`src/rtl/uart_tx_arbiter_if.sv`:
```
// Handshake bundle between the byte-stream clients, the TX arbiter and the UART TX core.
// The slave modport is the arbiter's view; master is everything around it (clients plus core).
interface uart_tx_arbiter_if #(
    parameter int NUM_REQ = 4
) ();
    localparam int IDW = $clog2(NUM_REQ);

    logic [NUM_REQ-1:0]   req;
    logic [8*NUM_REQ-1:0] req_data;
    logic [NUM_REQ-1:0]   req_last;
    logic [NUM_REQ-1:0]   ack;
    logic [NUM_REQ-1:0]   grant;
    logic [IDW-1:0]       cur_id;
    logic [7:0]           tx_data;
    logic                 tx_start;
    logic                 tx_busy;
    logic                 err;

    modport slave (
        input  req, req_data, req_last, tx_busy,
        output ack, grant, cur_id, tx_data, tx_start, err
    );

    modport master (
        output req, req_data, req_last, tx_busy,
        input  ack, grant, cur_id, tx_data, tx_start, err
    );
endinterface

```
`src/rtl/uart_tx_arbiter.sv`:
```
// Round-robin arbiter sharing one UART TX core between NUM_REQ byte-stream requesters.
// Optional UART_ARB_PRIO_EN: requester 0 gets strict priority and preempts at byte boundaries.
module uart_tx_arbiter #(
    parameter int NUM_REQ   = 4,
    parameter int MAX_BURST = 4,
    parameter int BUSY_TO   = 4
) (
    input  logic             clk,
    input  logic             areset,
    uart_tx_arbiter_if.slave bus
);
    localparam int IDW = $clog2(NUM_REQ);
    localparam logic [IDW-1:0]     LAST_ID_RST = IDW'(NUM_REQ - 1);
    localparam logic [7:0]         MAX_BURST_L = 8'(MAX_BURST);
    localparam logic [3:0]         BUSY_TO_L   = 4'(BUSY_TO);
    localparam logic [NUM_REQ-1:0] ONE_HOT0    = NUM_REQ'(1);

    typedef enum logic [1:0] {
        IDLE,
        ISSUE,
        WAIT_BUSY,
        WAIT_DONE
    } state_t;

    state_t             state_q, state_d;
    logic [NUM_REQ-1:0] grant_q, grant_d;
    logic [IDW-1:0]     cur_id_q, cur_id_d;
    logic [IDW-1:0]     last_id_q, last_id_d;
    logic [7:0]         burst_q, burst_d;
    logic [3:0]         timer_q, timer_d;
    logic               last_f_q, last_f_d;
    logic [NUM_REQ-1:0] ack_q, ack_d;
    logic               tx_start_q, tx_start_d;
    logic [7:0]         tx_data_q, tx_data_d;
    logic               err_q, err_d;

    logic               rel;
    logic               preempt;
    logic               pick_ok;
    logic [IDW-1:0]     pick_id;
    int unsigned        scan_idx;

    logic               cur_req;
    logic               cur_last;
    logic [7:0]         cur_byte;

    assign cur_req  = bus.req[cur_id_q];
    assign cur_last = bus.req_last[cur_id_q];
    assign cur_byte = bus.req_data[{cur_id_q, 3'b000} +: 8];

`ifdef UART_ARB_PRIO_EN
    assign preempt = bus.req[0] && (cur_id_q != '0);
`else
    assign preempt = 1'b0;
`endif

    // Rotating scan starting just after the previous owner; first hit wins.
    always_comb begin
        pick_ok  = 1'b0;
        pick_id  = '0;
        scan_idx = 0;
        for (int unsigned k = 0; k < unsigned'(NUM_REQ); k++) begin
            scan_idx = (32'(last_id_q) + 1 + k) % unsigned'(NUM_REQ);
            if (!pick_ok && bus.req[scan_idx[IDW-1:0]]) begin
                pick_ok = 1'b1;
                pick_id = scan_idx[IDW-1:0];
            end
        end
`ifdef UART_ARB_PRIO_EN
        if (bus.req[0]) begin
            pick_ok = 1'b1;
            pick_id = '0;
        end
`endif
    end

    always_comb begin
        state_d    = state_q;
        grant_d    = grant_q;
        cur_id_d   = cur_id_q;
        last_id_d  = last_id_q;
        burst_d    = burst_q;
        timer_d    = timer_q;
        last_f_d   = last_f_q;
        tx_data_d  = tx_data_q;
        err_d      = err_q;
        ack_d      = '0;
        tx_start_d = 1'b0;
        rel        = 1'b0;

        case (state_q)
            IDLE: begin
                if (pick_ok && !bus.tx_busy) begin
                    grant_d  = ONE_HOT0 << pick_id;
                    cur_id_d = pick_id;
                    burst_d  = '0;
                    state_d  = ISSUE;
                end
            end
            ISSUE: begin
                if (!cur_req) begin
                    rel = 1'b1;
                end else if (!bus.tx_busy) begin
                    tx_data_d  = cur_byte;
                    tx_start_d = 1'b1;
                    ack_d      = ONE_HOT0 << cur_id_q;
                    last_f_d   = cur_last;
                    burst_d    = burst_q + 8'd1;
                    timer_d    = '0;
                    state_d    = WAIT_BUSY;
                end
            end
            WAIT_BUSY: begin
                if (bus.tx_busy) begin
                    state_d = WAIT_DONE;
                end else if (timer_q == BUSY_TO_L) begin
                    err_d = 1'b1;
                    rel   = 1'b1;
                end else begin
                    timer_d = timer_q + 4'd1;
                end
            end
            WAIT_DONE: begin
                if (!bus.tx_busy) begin
                    if (last_f_q || (burst_q == MAX_BURST_L) || !cur_req || preempt) begin
                        rel = 1'b1;
                    end else begin
                        state_d = ISSUE;
                    end
                end
            end
            default: state_d = IDLE;
        endcase

        if (rel) begin
            grant_d = '0;
            state_d = IDLE;
`ifdef UART_ARB_PRIO_EN
            // Requester 0 is served outside the rotation, so it never moves the pointer.
            if (cur_id_q != '0) begin
                last_id_d = cur_id_q;
            end
`else
            last_id_d = cur_id_q;
`endif
        end
    end

    always_ff @(posedge clk) begin
        if (areset) begin
            state_q    <= IDLE;
            grant_q    <= '0;
            cur_id_q   <= '0;
            last_id_q  <= LAST_ID_RST;
            burst_q    <= '0;
            timer_q    <= '0;
            last_f_q   <= 1'b0;
            ack_q      <= '0;
            tx_start_q <= 1'b0;
            tx_data_q  <= '0;
            err_q      <= 1'b0;
        end else begin
            state_q    <= state_d;
            grant_q    <= grant_d;
            cur_id_q   <= cur_id_d;
            last_id_q  <= last_id_d;
            burst_q    <= burst_d;
            timer_q    <= timer_d;
            last_f_q   <= last_f_d;
            ack_q      <= ack_d;
            tx_start_q <= tx_start_d;
            tx_data_q  <= tx_data_d;
            err_q      <= err_d;
        end
    end

    assign bus.grant    = grant_q;
    assign bus.cur_id   = cur_id_q;
    assign bus.ack      = ack_q;
    assign bus.tx_start = tx_start_q;
    assign bus.tx_data  = tx_data_q;
    assign bus.err      = err_q;

    a_grant_onehot0: assert property (@(posedge clk) disable iff (areset) $onehot0(grant_q));
    a_ack_matches:   assert property (@(posedge clk) disable iff (areset)
                                      ack_q == (tx_start_q ? grant_q : '0));
    a_err_sticky:    assert property (@(posedge clk) disable iff (areset) err_q |=> err_q);
endmodule

```
`src/flat_wrapper.sv`:
```
// flat-port wrapper written by rule: the top's interface ports become plain ports
module uart_tx_arbiter_flat 
#(
    parameter int NUM_REQ   = 4,
    parameter int MAX_BURST = 4,
    parameter int BUSY_TO   = 4
)
  (clk, areset, bus_req, bus_req_data, bus_req_last, bus_tx_busy, bus_ack, bus_grant, bus_cur_id, bus_tx_data, bus_tx_start, bus_err);
  uart_tx_arbiter_if #(.NUM_REQ(NUM_REQ)) bus_i ();
  input  logic clk;
  input  logic areset;
  input wire logic [$bits(bus_i.req)-1:0] bus_req;
  input wire logic [$bits(bus_i.req_data)-1:0] bus_req_data;
  input wire logic [$bits(bus_i.req_last)-1:0] bus_req_last;
  input wire logic [$bits(bus_i.tx_busy)-1:0] bus_tx_busy;
  output wire logic [$bits(bus_i.ack)-1:0] bus_ack;
  output wire logic [$bits(bus_i.grant)-1:0] bus_grant;
  output wire logic [$bits(bus_i.cur_id)-1:0] bus_cur_id;
  output wire logic [$bits(bus_i.tx_data)-1:0] bus_tx_data;
  output wire logic [$bits(bus_i.tx_start)-1:0] bus_tx_start;
  output wire logic [$bits(bus_i.err)-1:0] bus_err;
  assign bus_i.req = bus_req;
  assign bus_i.req_data = bus_req_data;
  assign bus_i.req_last = bus_req_last;
  assign bus_i.tx_busy = bus_tx_busy;
  assign bus_ack = bus_i.ack;
  assign bus_grant = bus_i.grant;
  assign bus_cur_id = bus_i.cur_id;
  assign bus_tx_data = bus_i.tx_data;
  assign bus_tx_start = bus_i.tx_start;
  assign bus_err = bus_i.err;
  uart_tx_arbiter #(.NUM_REQ(NUM_REQ), .MAX_BURST(MAX_BURST), .BUSY_TO(BUSY_TO)) u_core (.clk(clk), .areset(areset), .bus(bus_i));
endmodule
```
`config.mk`:
```
export PLATFORM = sky130hd
export DESIGN_NAME = uart_tx_arbiter_flat
export DESIGN_NICKNAME = d
export VERILOG_FILES = /design/src/rtl/uart_tx_arbiter_if.sv /design/src/rtl/uart_tx_arbiter.sv /design/src/flat_wrapper.sv
export SDC_FILE = /design/constraint.sdc
export NUM_CORES = 1
export LEC_CHECK = 0
export BUFFER_PORTS_ARGS = -buffer_cell sky130_fd_sc_hd__buf_2
export CORE_MARGIN = 4
export CORE_UTILIZATION = 55
export DETAILED_ROUTE_END_ITERATION = 16
export PLACE_DENSITY = 0.85
export SYNTH_ARGS = -nofsm -noshare
export SYNTH_HDL_FRONTEND = slang
export SYNTH_SLANG_ARGS = --single-unit
```
`constraint.sdc`:
```
create_clock -name clk -period 4.88 [get_ports clk]
set_clock_uncertainty 0.2 [all_clocks]
set_input_delay 0.976 -clock clk [delete_from_list [all_inputs] [get_ports clk]]
set_output_delay 0.976 -clock clk [all_outputs]
set_load 0.01 [all_outputs]
```
Yosys cells after proc, flatten, opt, wreduce, memory -nomap -nowiden
Index checks and enable logic that the tools add are counted.

operators by class
  shift operators = 3
  $lt $le $gt $ge = 5
  add/subtract/negate cells = 6
  multiply operators = 0
  mux-type cells = 43
  bitwise operators = 3
  div/mod/pow operators = 0
  reduce and logical (&&, ||, !) cells = 23
  equal/unequal tests = 13

operator list
  operator               count
  $shiftx A32 B6 Y8      1
  $mux W8                3
  $mux W2                10
  $mux W1                16
  $mux W4                4
  $pmux W8 S2            1
  $lt A2 B3 Y1 const B   5
  $bmux W1 S2            6
  $ne A2 B2 Y1 const B   6
  $add A8 B1 Y8 const B  1
  $eq A8 B3 Y1 const B   1
  $pmux W2 S4            1
  $pmux W4 S2            1
  $shl A1 B2 Y4 const A  2
  $reduce_and A3 Y1      2
  $reduce_and A6 Y1      1
  $logic_not A1 Y1       5
  $reduce_and A5 Y1      1
  $add A2 B1 Y2 const B  2
  $add A2 B2 Y2 const B  2
  $add A4 B1 Y4 const B  1
  $eq A2 B2 Y1 const B   2
  $eq A4 B3 Y1 const B   1
  $logic_and A1 B1 Y1    4
  other kinds (12)       17

word-level totals
  register bits after elaboration = 37
  bits of input ports = 43
  bits in writable memories = 0
  output and inout port bits = 20
  bits in latches = 0
  memories kept = 0
  memory bits (read-only) = 0

Logic depth before layout (Yosys ltp)
  word-level depth = 16
  depth in mapped cells = 8
  gate-level depth less buffers = 7

Worst setup path before layout
OpenSTA, ideal clock, no wires.

  kind = in2reg
  start = input port bus_req[0]
  end = register u_core.burst_q[5]
  stages = 6
  arrival = 2147 ps
  path slack = 2397 ps
  buffers on the path = 1
  setup time = 136 ps
  path through = or4_1 > o221ai_2 > buf_4 > nor3_1 > xnor2_1 > nor2_1

between the ends
  cells in the longest elaborated chain, start to end = 15
  elaborated cells on any way between the ends = 24
  classes of those cells = eq/ne: 2; mux: 14; reduce/logical: 8

ends and longest elaborated chain
  what                           RTL line                text
  start: declaration             flat_wrapper.sv:12      input wire logic [$bits(bus_i.req)-1:0] bus_req;
  $bmux W1 S2                    uart_tx_arbiter.sv:64   if (!pick_ok && bus.req[scan_idx[IDW-1:0]]) begin
  $mux W1 (implied by the code)  uart_tx_arbiter.sv:64
  $mux W1                        uart_tx_arbiter.sv:64
  $logic_not A1 Y1               uart_tx_arbiter.sv:64
  $logic_and A1 B1 Y1            uart_tx_arbiter.sv:64
  $mux W1                        uart_tx_arbiter.sv:64
  $logic_not A1 Y1               uart_tx_arbiter.sv:64
  $logic_and A1 B1 Y1            uart_tx_arbiter.sv:64
  $mux W1                        uart_tx_arbiter.sv:64
  $logic_not A1 Y1               uart_tx_arbiter.sv:64
  $logic_and A1 B1 Y1            uart_tx_arbiter.sv:64
  $mux W1                        uart_tx_arbiter.sv:64
  $logic_and A1 B1 Y1            uart_tx_arbiter.sv:93   if (pick_ok && !bus.tx_busy) begin
  $ne A2 B1 Y1 (no line)         --
  $reduce_and A4 Y1 (no line) *  --
  end signal: assignment         uart_tx_arbiter.sv:167  burst_q <= burst_d;
  end: declaration               uart_tx_arbiter.sv:29   logic [7:0] burst_q, burst_d;

Mark *: on every way between the ends. The rest lies on a longest branch, timed or not. The select of a mux whose other input is x is not followed.
A chain may end at the register's enable or synchronous reset.

Final worst setup path
  start = register u_core.cur_id_q[0], in the netlist u_core.bus.cur_id[0]
  end = register u_core.burst_q[5]

between the ends
  cells in the longest elaborated chain, start to end = 4

ends and longest elaborated chain
  what                           RTL line                text
  start: declaration             uart_tx_arbiter.sv:27   logic [IDW-1:0] cur_id_q, cur_id_d;
  start signal: assignment       uart_tx_arbiter.sv:165  cur_id_q <= cur_id_d;
  $bmux W1 S2                    uart_tx_arbiter.sv:47   assign cur_req = bus.req[cur_id_q];
  $mux W1 (implied by the code)  uart_tx_arbiter.sv:47
  $ne A2 B1 Y1 (no line)         --
  $reduce_and A4 Y1 (no line)    --

Every way passes these cells. The select of a mux whose other input is x is not followed.

==> report_table.html <==
<table>
<tr><th>Metric</th><th>Value</th></tr>
<tr><th colspan="2">Timing</th></tr>
<tr><td>Endpoints failing setup</td><td>0</td></tr>
<tr><td>Total Negative Setup Slacks</td><td>0 ns</td></tr>
<tr><td>Total count of hold-check failures in the final report</td><td>0</td></tr>
<tr><td>Remaining max-slew budget at the tightest pin</td><td>0.433</td></tr>
<tr><td>Final slew viol count</td><td>0</td></tr>
<tr><td>Crit path setup slack, layout</td><td>2.11 ns</td></tr>
<tr><td>Actual slew at the worst max-slew pin</td><td>0.849 ns</td></tr>
<tr><td>Final worst path period need</td><td>2.77 ns</td></tr>
<tr><td>RSZ-0062 raised after global routing</td><td>false</td></tr>
<tr><td>Max Fclk</td><td>361 MHz</td></tr>
<tr><td>Final clock period utilization by the worst path</td><td>0.568</td></tr>
<tr><th colspan="2">GRT</th></tr>
<tr><td>Number of antenna violations at the first check in global routing</td><td>0</td></tr>
<tr><td>Largest net degree at the start of global routing</td><td>26</td></tr>
<tr><td>All-Layer GR Usage</td><td>0.207</td></tr>
<tr><td>Wire length of the first global-routing pass</td><td>7250 µm</td></tr>
<tr><td>GR Overflow Total</td><td>0</td></tr>
<tr><td>Vias in the first global route</td><td>1677</td></tr>
<tr><th colspan="2">Drt</th></tr>
<tr><td>Iteration-0 DRC Markers</td><td>67</td></tr>
<tr><td>Routed via count</td><td>1785</td></tr>
<tr><td>DRT antenna net count</td><td>0</td></tr>
<tr><td>Post-detailed-route DRC marker count</td><td>0</td></tr>
<tr><td>Wire per inst</td><td>13.9 µm</td></tr>
<tr><td>Number of vias per cell</td><td>5.43</td></tr>
<tr><td>Routed WL</td><td>4580 µm</td></tr>
<tr><td>Detailed-router iteration count before antenna repair</td><td>4</td></tr>
<tr><th colspan="2">Synthesis</th></tr>
<tr><td>Portion of the post-synthesis area used by sequential elements</td><td>0.367</td></tr>
<tr><td>Number of enable flip-flop cells after synthesis</td><td>0</td></tr>
<tr><td>Synth cell types</td><td>47</td></tr>
<tr><td>Number of nets in the synthesized netlist</td><td>276</td></tr>
<tr><td>Area leader, netlist</td><td>dfxtp_1</td></tr>
<tr><td>Biggest area contributors in the synthesized netlist</td><td>dfxtp_1 37%, mux4_2 11%, a21oi_1 5.9%</td></tr>
<tr><td>Async set-or-reset flop fraction in the synthesized netlist</td><td>0</td></tr>
<tr><td>Area of the mapped netlist</td><td>2020 µm²</td></tr>
<tr><td>Area share of the largest cell type after synthesis</td><td>0.367</td></tr>
<tr><td>Primary flip-flop cell chosen by synthesis mapping</td><td>dfxtp_1</td></tr>
<tr><td>Cell count after synthesis</td><td>224</td></tr>
<tr><td>Warnings, synthesis</td><td>0</td></tr>
<tr><td>Mean cell area of the mapped netlist</td><td>9.02 µm²</td></tr>
<tr><td>Post-synthesis sequential element count</td><td>37</td></tr>
<tr><th colspan="2">Power and ir drop</th></tr>
<tr><td>Clock network fraction of total power</td><td>0.278</td></tr>
<tr><td>Sw Share</td><td>0.335</td></tr>
<tr><td>Part of the total power dissipated in combinational logic</td><td>0.338</td></tr>
<tr><td>Cell leakage power</td><td>1.04 nW</td></tr>
<tr><td>Fraction of power consumed by sequential logic</td><td>0.384</td></tr>
<tr><td>Cell Pwr Density</td><td>398 nW/µm²</td></tr>
<tr><td>Int Pwr</td><td>0.645 mW</td></tr>
<tr><td>P_sw</td><td>0.326 mW</td></tr>
<tr><td>Peak ir drop on the vdd network</td><td>0.331 mV</td></tr>
<tr><th colspan="2">Setup path</th></tr>
<tr><td>Crit path launch type</td><td>register</td></tr>
<tr><td>Critical path's largest stage delay</td><td>0.88 ns</td></tr>
<tr><td>Endpoint required time on the critical path</td><td>4.83 ns</td></tr>
<tr><td>Crit-path cells</td><td>mux4_2, o221ai_2, nor3_1, xnor2_1, nor2_1</td></tr>
<tr><td>Critical path origin</td><td>u_core.bus.cur_id[0]$_SDFFE_PP0P_</td></tr>
<tr><td>Worst Setup End Kind</td><td>register</td></tr>
<tr><td>Worst setup path category</td><td>register to register</td></tr>
<tr><td>Maximum fanout along the worst path</td><td>17</td></tr>
<tr><td>R2r startpoint</td><td>u_core.bus.cur_id[0]$_SDFFE_PP0P_</td></tr>
<tr><td>CP Data Arrival Time</td><td>2.72 ns</td></tr>
<tr><td>Slowest cell on the critical path</td><td>dfxtp_1</td></tr>
<tr><th colspan="2">Die</th></tr>
<tr><td>Width of the die</td><td>68.6 µm</td></tr>
<tr><td>Core Box Area</td><td>3440 µm²</td></tr>
<tr><td>Die height</td><td>68.6 µm</td></tr>
<tr><td>Total die area</td><td>4710 µm²</td></tr>
<tr><td>Row cnt</td><td>21</td></tr>
<tr><td>Num ports</td><td>63</td></tr>
<tr><td>Initial core utilization</td><td>0.587</td></tr>
<tr><th colspan="2">Clocking</th></tr>
<tr><td>Root cell of the clock tree</td><td>clkbuf_8</td></tr>
<tr><td>Cts bufs inserted</td><td>5</td></tr>
<tr><td>Worst-skew pair later-pin latency</td><td>0.29 ns</td></tr>
<tr><td>Clock tree from TritonCTS</td><td>built</td></tr>
<tr><td>Clock transition at path regs</td><td>0.07 ns</td></tr>
<tr><td>H-tree Lvls</td><td>2</td></tr>
<tr><td>Deepest clock path buffer count</td><td>2</td></tr>
<tr><td>Sink count of the clock tree</td><td>37</td></tr>
<tr><td>Hold buffers post-CTS</td><td>0</td></tr>
<tr><td>Postcts setup bufs</td><td>0</td></tr>
<tr><td>Number of gates resized after cts</td><td>0</td></tr>
<tr><th colspan="2">Min path</th></tr>
<tr><td>Type of the most critical hold path</td><td>register to register</td></tr>
<tr><td>Startpoint of the tightest hold check path</td><td>u_core.bus.grant[3]$_SDFFE_PP0P_</td></tr>
<tr><th colspan="2">Flow run</th></tr>
<tr><td>Maximum Capacitance Violations</td><td>0</td></tr>
<tr><th colspan="2">Place</th></tr>
<tr><td>Post-detail-place hpwl</td><td>3420 µm</td></tr>
<tr><td>Setup slack at placement</td><td>1.95 ns</td></tr>
<tr><td>PortBufs</td><td>62</td></tr>
<tr><td>Placer Congestion</td><td>0.829</td></tr>
<tr><th colspan="2">Run status</th></tr>
<tr><td>Result of the run</td><td>finished clean</td></tr>
<tr><th colspan="2">Cells and area</th></tr>
<tr><td>Fraction of final layout cells sized beyond drive strength 1</td><td>0.318</td></tr>
<tr><td>Synthesis-to-finish area growth</td><td>20.7%</td></tr>
<tr><td>Number of antenna cells inserted</td><td>0</td></tr>
<tr><td>Final net count</td><td>334</td></tr>
</table>
[layout by cell type, fill, tap and decap left out, types with 3 or more instances in the layout]
cell type	netlist	routed
a21oi_1	24	24
ha_1	9	9
clkbuf_8	1	6
nor2_1	20	20
nand2_1	32	32
buf_2	2	62
or3_1	3	3
mux4_2	10	10
o21ai_0	7	7
mux2i_1	4	4
xnor2_1	4	4
nand3_1	9	9
nor3_1	3	3
inv_1	16	16
dfxtp_1	37	37
[flip-flops by register name, summed over array words and instances, names as in the netlist]
signal / count
u_core.bus.grant: 4
u_core.state_q: 2
u_core.bus.err: 1
u_core.bus.tx_data: 8
u_core.timer_q: 4
u_core.bus.ack: 4
u_core.bus.tx_start: 1
u_core.last_id_q: 2
u_core.burst_q: 8
u_core.last_f_q: 1
u_core.bus.cur_id: 2
[power groups by stage]
stage | combinational [mW] | sequential [mW] | clock, mW
2_1_floorplan | 0.261 | 0.370 | 0
3_3_place_gp | 0.320 | 0.379 | 0
3_5_place_dp | 0.325 | 0.380 | 0
4_1_cts | 0.328 | 0.373 | 0.276
5_1_grt | 0.364 | 0.379 | 0.288
6_report | 0.328 | 0.373 | 0.270
[logic make-up (layout without fill, tap and decap cells)]
group                      after synthesis  in the layout  synth area share
xor gates and xnor gates                 4              4            0.0173
DFF                                     37             37             0.367
buffers and inverters                   27             86            0.0619
and+or+nand+nor                         86             86             0.211
muxes                                   14             14             0.131
adders and majority gates                9              9            0.0557
AOI/OAI and AO/OA                       47             47             0.157
[stage by stage]
stage | util | power (mW) | hold slack (ns) | instances | instance area [µm²]
after floorplan | - | 0.632 | 0.236 | 224 | 2020
after global placement | 0.675 | 0.699 | 0.240 | 321 | 2320
after detailed placement | 0.675 | 0.705 | 0.245 | 321 | 2320
after CTS | 0.709 | 0.977 | 0.257 | 329 | 2440
after global routing | 0.709 | 1.03 | 0.276 | 329 | 2440
final | 0.709 | 0.970 | 0.251 | 329 | 2440
[worst max-delay path, delay by kind of cell, from the launching register on]
kind            cells  cell delay [ns]
compound gates      1             0.50
flops               1             0.88
mux                 1             0.66
xor+xnor            1             0.17
simple gates        2             0.22
[final timing paths]
kind	cells past startpoint	slack [ns]	to
worst max-delay path	5	2.11	u_core.burst_q[5]$_SDFFE_PP0P_
worst min-delay path	2	0.25	u_core.bus.grant[3]$_SDFFE_PP0P_
worst max register to register	5	2.11	u_core.burst_q[5]$_SDFFE_PP0P_
worst min register to register	2	0.25	u_core.bus.grant[3]$_SDFFE_PP0P_
[synth_stat cells, types with 2 or more instances]
cell type,number
nand2_1,32
clkbuf_1,4
buf_4,3
o21ai_0,7
dfxtp_1,37
xnor2_1,4
a21oi_1,24
or3b_2,2
or3_1,3
mux4_2,10
inv_1,16
nand2b_1,2
nor4_1,2
nor3_1,3
nand3_1,9
buf_2,2
nor2b_1,2
ha_1,9
a21o_1,2
a2bb2oi_1,2
nor2_1,20
mux2i_1,4
[final cells by class]
type | instances | area [µm²]
Multi-Input combinational cell | 160 | 1150
Fill cell | 282 | 1000
Clock buffer | 7 | 86.3
Sequential cell | 37 | 741
Clock inverter | 1 | 30.0
Tap cell | 46 | 57.6
Inverter | 16 | 60.1
Timing Repair Buffer | 62 | 310
[routing by layer]
metal  share of wire  routed length [µm]  vias to the layer above  track usage
met5               0                   0                        -            0
met4           0.016                  75                        0       0.0968
met3           0.062                 282                        8       0.0389
met2            0.50                2290                       44        0.358
met1            0.42                1940                      831        0.245
li1                -                   -                      902            -
(Power assumes the default switching activity.)
